===== src/rtl/core_dbg_itr_queue.sv =====
// core_dbg_itr_queue
// Debug register file with a multi-entry ITR (Instruction Transfer Register)
// queue. Debugger writes to ITR_ADDR are queued and handed to fetch through
// a valid/ready handshake. A STATUS register reports empty/full/overflow/count.
// The STATUS register also accepts overflow-clear and flush commands.
// Optional feature macro: CORE_DBG_ITR_COUNTER_EN. When defined, COUNT_ADDR
// reads a running count of popped instructions. Otherwise it reads as 0.

module core_dbg_itr_queue #(
  parameter int ADDR_WIDTH  = 5,
  parameter int DATA_WIDTH  = 32,
  parameter int ITR_DEPTH   = 4,
  parameter int ITR_ADDR    = 3,
  parameter int STATUS_ADDR = 4,
  parameter int COUNT_ADDR  = 5
) (
  input  logic                  clk,
  input  logic                  rst,
  input  logic                  dbg_req,
  input  logic                  dbg_wr_rd,
  input  logic [ADDR_WIDTH-1:0] dbg_addr,
  input  logic [DATA_WIDTH-1:0] dbg_wdata,
  output logic [DATA_WIDTH-1:0] dbg_rdata,
  output logic                  dbg_rd_ready,
  output logic                  itr_valid,
  input  logic                  itr_ready,
  output logic [DATA_WIDTH-1:0] itr_insn
);

  localparam int NUM_REGS = 2 ** ADDR_WIDTH;
  localparam int PTR_W    = (ITR_DEPTH > 1) ? $clog2(ITR_DEPTH) : 1;

  localparam logic [ADDR_WIDTH-1:0] ITR_A    = ADDR_WIDTH'(ITR_ADDR);
  localparam logic [ADDR_WIDTH-1:0] STATUS_A = ADDR_WIDTH'(STATUS_ADDR);
  localparam logic [ADDR_WIDTH-1:0] COUNT_A  = ADDR_WIDTH'(COUNT_ADDR);
  localparam logic [PTR_W-1:0]      PTR_LAST = PTR_W'(ITR_DEPTH - 1);
  localparam logic [7:0]            CNT_FULL = 8'(ITR_DEPTH);

  // Generic register storage and the queue itself
  logic [DATA_WIDTH-1:0] regs    [NUM_REGS];
  logic [DATA_WIDTH-1:0] itr_mem [ITR_DEPTH];

  logic [PTR_W-1:0] rd_ptr;
  logic [PTR_W-1:0] wr_ptr;
  logic [7:0]       count;
  logic             overflow;

  // Access decode
  logic wr_access;
  logic rd_access;
  logic itr_wr;
  logic status_wr;
  logic full;
  logic empty;
  logic pop;
  logic push;
  logic flush;
  logic clr_ovf;

  assign wr_access = dbg_req && dbg_wr_rd;
  assign rd_access = dbg_req && !dbg_wr_rd;
  assign itr_wr    = wr_access && (dbg_addr == ITR_A);
  assign status_wr = wr_access && (dbg_addr == STATUS_A);
  assign empty     = (count == 8'd0);
  assign full      = (count == CNT_FULL);
  assign pop       = itr_valid && itr_ready;
  // A pop in the same cycle frees a slot, so a push into a full queue still lands
  assign push      = itr_wr && (!full || pop);
  assign flush     = status_wr && dbg_wdata[3];
  assign clr_ovf   = status_wr && dbg_wdata[2];

  // Fetch side comes straight from registered state, never from itr_ready
  assign itr_valid = !empty;
  assign itr_insn  = itr_valid ? itr_mem[rd_ptr] : '0;

`ifdef CORE_DBG_ITR_COUNTER_EN
  logic [DATA_WIDTH-1:0] pop_count;

  // Pop counter: counts every fetch handshake, survives flush, wraps naturally
  always_ff @(posedge clk) begin
    if (rst) begin
      pop_count <= '0;
    end else if (pop) begin
      pop_count <= pop_count + DATA_WIDTH'(1);
    end
  end
`endif

  // Status word assembled from the current (pre-edge) queue state
  logic [DATA_WIDTH-1:0] status_word;
  always_comb begin
    status_word       = '0;
    status_word[0]    = empty;
    status_word[1]    = full;
    status_word[2]    = overflow;
    status_word[15:8] = count;
  end

  // Read data selection
  logic [DATA_WIDTH-1:0] rd_mux;
  always_comb begin
    rd_mux = regs[dbg_addr];
    if (dbg_addr == STATUS_A) begin
      rd_mux = status_word;
    end else if (dbg_addr == COUNT_A) begin
`ifdef CORE_DBG_ITR_COUNTER_EN
      rd_mux = pop_count;
`else
      rd_mux = '0;
`endif
    end
  end

  // Generic register writes and the registered one-cycle read response
  always_ff @(posedge clk) begin
    if (rst) begin
      // NOTE: sequential state uses non-blocking assignments so every register
      // samples pre-edge values, regardless of statement order.
      for (int i = 0; i < NUM_REGS; i++) regs[i] <= '0;
      dbg_rdata    <= '0;
      dbg_rd_ready <= 1'b0;
    end else begin
      if (wr_access && (dbg_addr != STATUS_A) && (dbg_addr != COUNT_A)) begin
        regs[dbg_addr] <= dbg_wdata;
      end
      dbg_rd_ready <= rd_access;
      if (rd_access) begin
        dbg_rdata <= rd_mux;
      end
    end
  end

  // Queue storage writes
  // NOTE: entry storage is deliberately not reset; count gates itr_valid and
  // itr_insn, so stale entries are never visible after reset or flush.
  always_ff @(posedge clk) begin
    if (push) begin
      itr_mem[wr_ptr] <= dbg_wdata;
    end
  end

  // Queue pointers, occupancy and sticky overflow; flush overrides a concurrent pop
  always_ff @(posedge clk) begin
    if (rst) begin
      rd_ptr   <= '0;
      wr_ptr   <= '0;
      count    <= '0;
      overflow <= 1'b0;
    end else begin
      if (flush) begin
        rd_ptr <= '0;
        wr_ptr <= '0;
        count  <= '0;
      end else begin
        if (pop) begin
          rd_ptr <= (rd_ptr == PTR_LAST) ? '0 : rd_ptr + PTR_W'(1);
        end
        if (push) begin
          wr_ptr <= (wr_ptr == PTR_LAST) ? '0 : wr_ptr + PTR_W'(1);
        end
        if (push && !pop) begin
          count <= count + 8'd1;
        end else if (pop && !push) begin
          count <= count - 8'd1;
        end
      end

      if (clr_ovf) begin
        overflow <= 1'b0;
      end else if (itr_wr && full && !pop) begin
        overflow <= 1'b1;
      end
    end
  end

endmodule


===== config.mk =====
export PLATFORM = sky130hd
export DESIGN_NAME = core_dbg_itr_queue
export DESIGN_NICKNAME = d
export VERILOG_FILES = /design/src/rtl/core_dbg_itr_queue.sv
export SDC_FILE = /design/constraint.sdc
export NUM_CORES = 2
export LEC_CHECK = 0
export ABC_AREA = 1
export ABC_CLOCK_PERIOD_IN_PS = 4030
export CORE_ASPECT_RATIO = 2
export CORE_MARGIN = 2
export CORE_UTILIZATION = 60
export CTS_CLUSTER_DIAMETER = 60
export DETAILED_ROUTE_END_ITERATION = 12
export PLACE_DENSITY = 0.85
export RECOVER_POWER = 50
export SYNTH_ARGS = -nofsm -noshare
export SYNTH_HDL_FRONTEND = slang
export SYNTH_SLANG_ARGS = --single-unit

===== constraint.sdc =====
create_clock -name clk -period 4.03 [get_ports clk]
set_input_delay 0.806 -clock clk [delete_from_list [all_inputs] [get_ports clk]]
set_output_delay 0.806 -clock clk [all_outputs]
set_load 0.05 [all_outputs]

==> metrics.csv <==
metric,value,unit
switching_share,27.69,%
synth-async-reset-ratio,0,%
power_density,490.3,nW/um^2
rsz0062_at_grt,false,
fin_area,59600,sq um
dp.cells,7031,
synth_area,54050,sq um
switchingPower,8.093,mW
antenna_found_initial,6,
placed_area,56630,sq um
clkLatencyLatePin,0.71,ns
critPathCaptureType,flop,
drv_cap,7,
cts_tree,built,
grt_usage,33.11,%
num_vias,42403,
synth_top_cell_area_share,64.00,%
fin_cells,7205,
worst_pin_slew,2.096,ns
clkPwrFrac,33.5,%
grt_pass1_vias,42225,
cts.sinks,1200,
clk_root_buffer_cell,clkbuf_16,
synth_common_cells,"2853 x nand2_1, 1172 x nor2_1, 1152 x edfxtp_1, 265 x clkbuf_1, 138 x buf_2",
period_minus_slack,3.716,ns
synth_area_leaders,"edfxtp_1 64%, nand2_1 20%, nor2_1 8.1%, clkbuf_1 1.8%, dfxtp_1 1.8%",
critPathMaxFanout,16,
die-area,92640,sq um
drv_slew,222,
drive_gt1_share,5.525,%
drt_wl_total,154800,um
p_comb_share,16.7,%
setup_violations,0,
ys_seq_area_share,65.78,%
rows,155,
clock_path_buffers,3,
vias_per_cell,5.885,
drt_first_pass_iters,9,
core,89210,sq um
violations,"max-capacitance violations, max-slew violations",
die_w,216.2,um
p_leak,25.79,nW
grt_overflow,0,
io_pins,108,
criticalPathCategory,in -> reg,
postCtsHoldBufs,0,
critPathArrivalTime,4.03,ns
min_path_type,reg -> reg,
yosysTopAreaCell,edfxtp_1,
post_cts_resized,0,
finalCritPeriodShare,92.22,%
ant_nets,0,
fin_nets,6004,
syn_avg_cell_area,9.085,sq um
cts_htree_levels,3,
route.detailed.drc,0,
synth_edf_count,1152,
synthToLayoutAreaGrowth,10.28,%
fmax,269.1,MHz
ir_drop,0.0005263,V
synth.most_common_cell,nand2_1,
initial_core_util,60.58,%
numPortBuffers,107,
fp.dieH,428.5,um
power.internal,21.13,mW
clk_pin_slew,0.07,ns
post_synth_num_cell_types,30,
status,finished with violations,
max_slew_margin,-39.74,%
grt_start_max_net_pins,201,
cts_buffers,93,
start_kind,primary input,
ys.flop_type,edfxtp_1,
drt_iter0_markers,5846,
sequentialPowerShare,49.7,%
place.gp.congestion,0.9153,
crit_required,4.34,ns
place_hpwl,94790,um
ys_warn_count,0,
finClkSkew,0.02496,ns
yosys_register_bits,1200,
cts_setup_buffers,0,
grt_pass1_wl,233000,um
hold_viol,0,
wire_per_inst,21.49,um
tns,0,ns
syn_inst,5949,
==> cell families after synthesis <==
family / count (synthesis) / share of synthesized area [%]
AO/OA/AOI/OAI: 176 / 1.658
AND/OR/NAND/NOR: 4054 / 28.35
other: 1 / 0.006938
XOR/XNOR: 6 / 0.09725
flip-flops: 1200 / 65.78
buffers and inverters: 499 / 3.792
adder cells (fa/ha/maj): 13 / 0.3148
==> layout make-up <==
class                   count  area (sq um)
clock inverters            51         609.3
repair buffers            267          2380
flip-flops and latches   1200         35560
inverters                  74         292.8
diodes                      1         2.502
clock buffers             122          2600
well taps                1177          1473
fillers                  6311         29610
multi-input cells        4313         16690
==> power by group through the flow <==
stage               clock network (mW)  registers, mW  logic (mW)
floorplan                            0           14.8        3.01
global placement                     0           14.8        4.70
detailed placement                   0           14.8        4.80
CTS                               9.79           14.5        4.85
global route                      10.2           14.6        5.20
finish                            9.80           14.5        4.89
==> placed cells by master, fill, tap and decap left out, types with 26 or more instances in the layout <==
master and instances:
a21oi_1 87, buf_12 26, buf_4 119, clkbuf_1 38
clkbuf_16 96, clkdlybuf4s50_1 37, conb_1 64, dfxtp_1 47
dlygate4sd3_1 35, edfxtp_1 1152, inv_1 65, nand2_1 2852
nor2_1 1168, o21ai_0 83
==> path summary, 6_finish.rpt <==
| kind | start | to | slack (ns) | depth (start not counted) |
|---|---|---|---|---|
| hold / removal | dbg_rdata[30] | dbg_rdata[30] | 0.48 | 2 |
| hold reg to reg | dbg_rdata[30] | dbg_rdata[30] | 0.48 | 2 |
| setup / recovery | dbg_addr[2] | regs[14][20] | 0.31 | 8 |
| setup reg to reg | count[7] | itr_mem[3][18] | 0.83 | 8 |
==> metrics by stage <==
step	hold slack [ns]	power [mW]	utilization (%)	setup slack (ns)
2_1_floorplan	0.4371	17.78	-	0.5423
3_3_place_gp	0.4620	19.46	63.48	0.4335
3_5_place_dp	0.4724	19.59	63.48	0.3949
4_1_cts	0.4819	29.16	67.08	0.6238
5_1_grt	0.5000	30.01	66.81	0.2887
6_report	0.4819	29.22	66.81	0.3135
==> critical path, stage by stage <==
cell	delay, ns
dlygate4sd3_1	0.60
buf_4	0.17
inv_1	0.13
nor3_1	0.60
clkbuf_1	0.49
nand2_1	0.14
nand2_1	0.11
clkbuf_1	0.95
==> metal layers <==
metal / up-vias / global-route usage [%] / wire length [um]
li1: 18793 / - / -
met1: 19599 / 36.12 / 46820
met3: 777 / 6.915 / 18360
met4: 8 / 23.60 / 12000
met2: 3226 / 57.05 / 77560
met5: - / 0 / 60
==> state kept, by name, summed over array words and instances, names as in the netlist, named ones only <==
name / cells
itr_mem: 128
regs: 1024
dbg_rdata: 32
count: 8
overflow: 1
dbg_rd_ready: 1
rd_ptr: 2
wr_ptr: 2
Power figures use the tool's default switching activity.
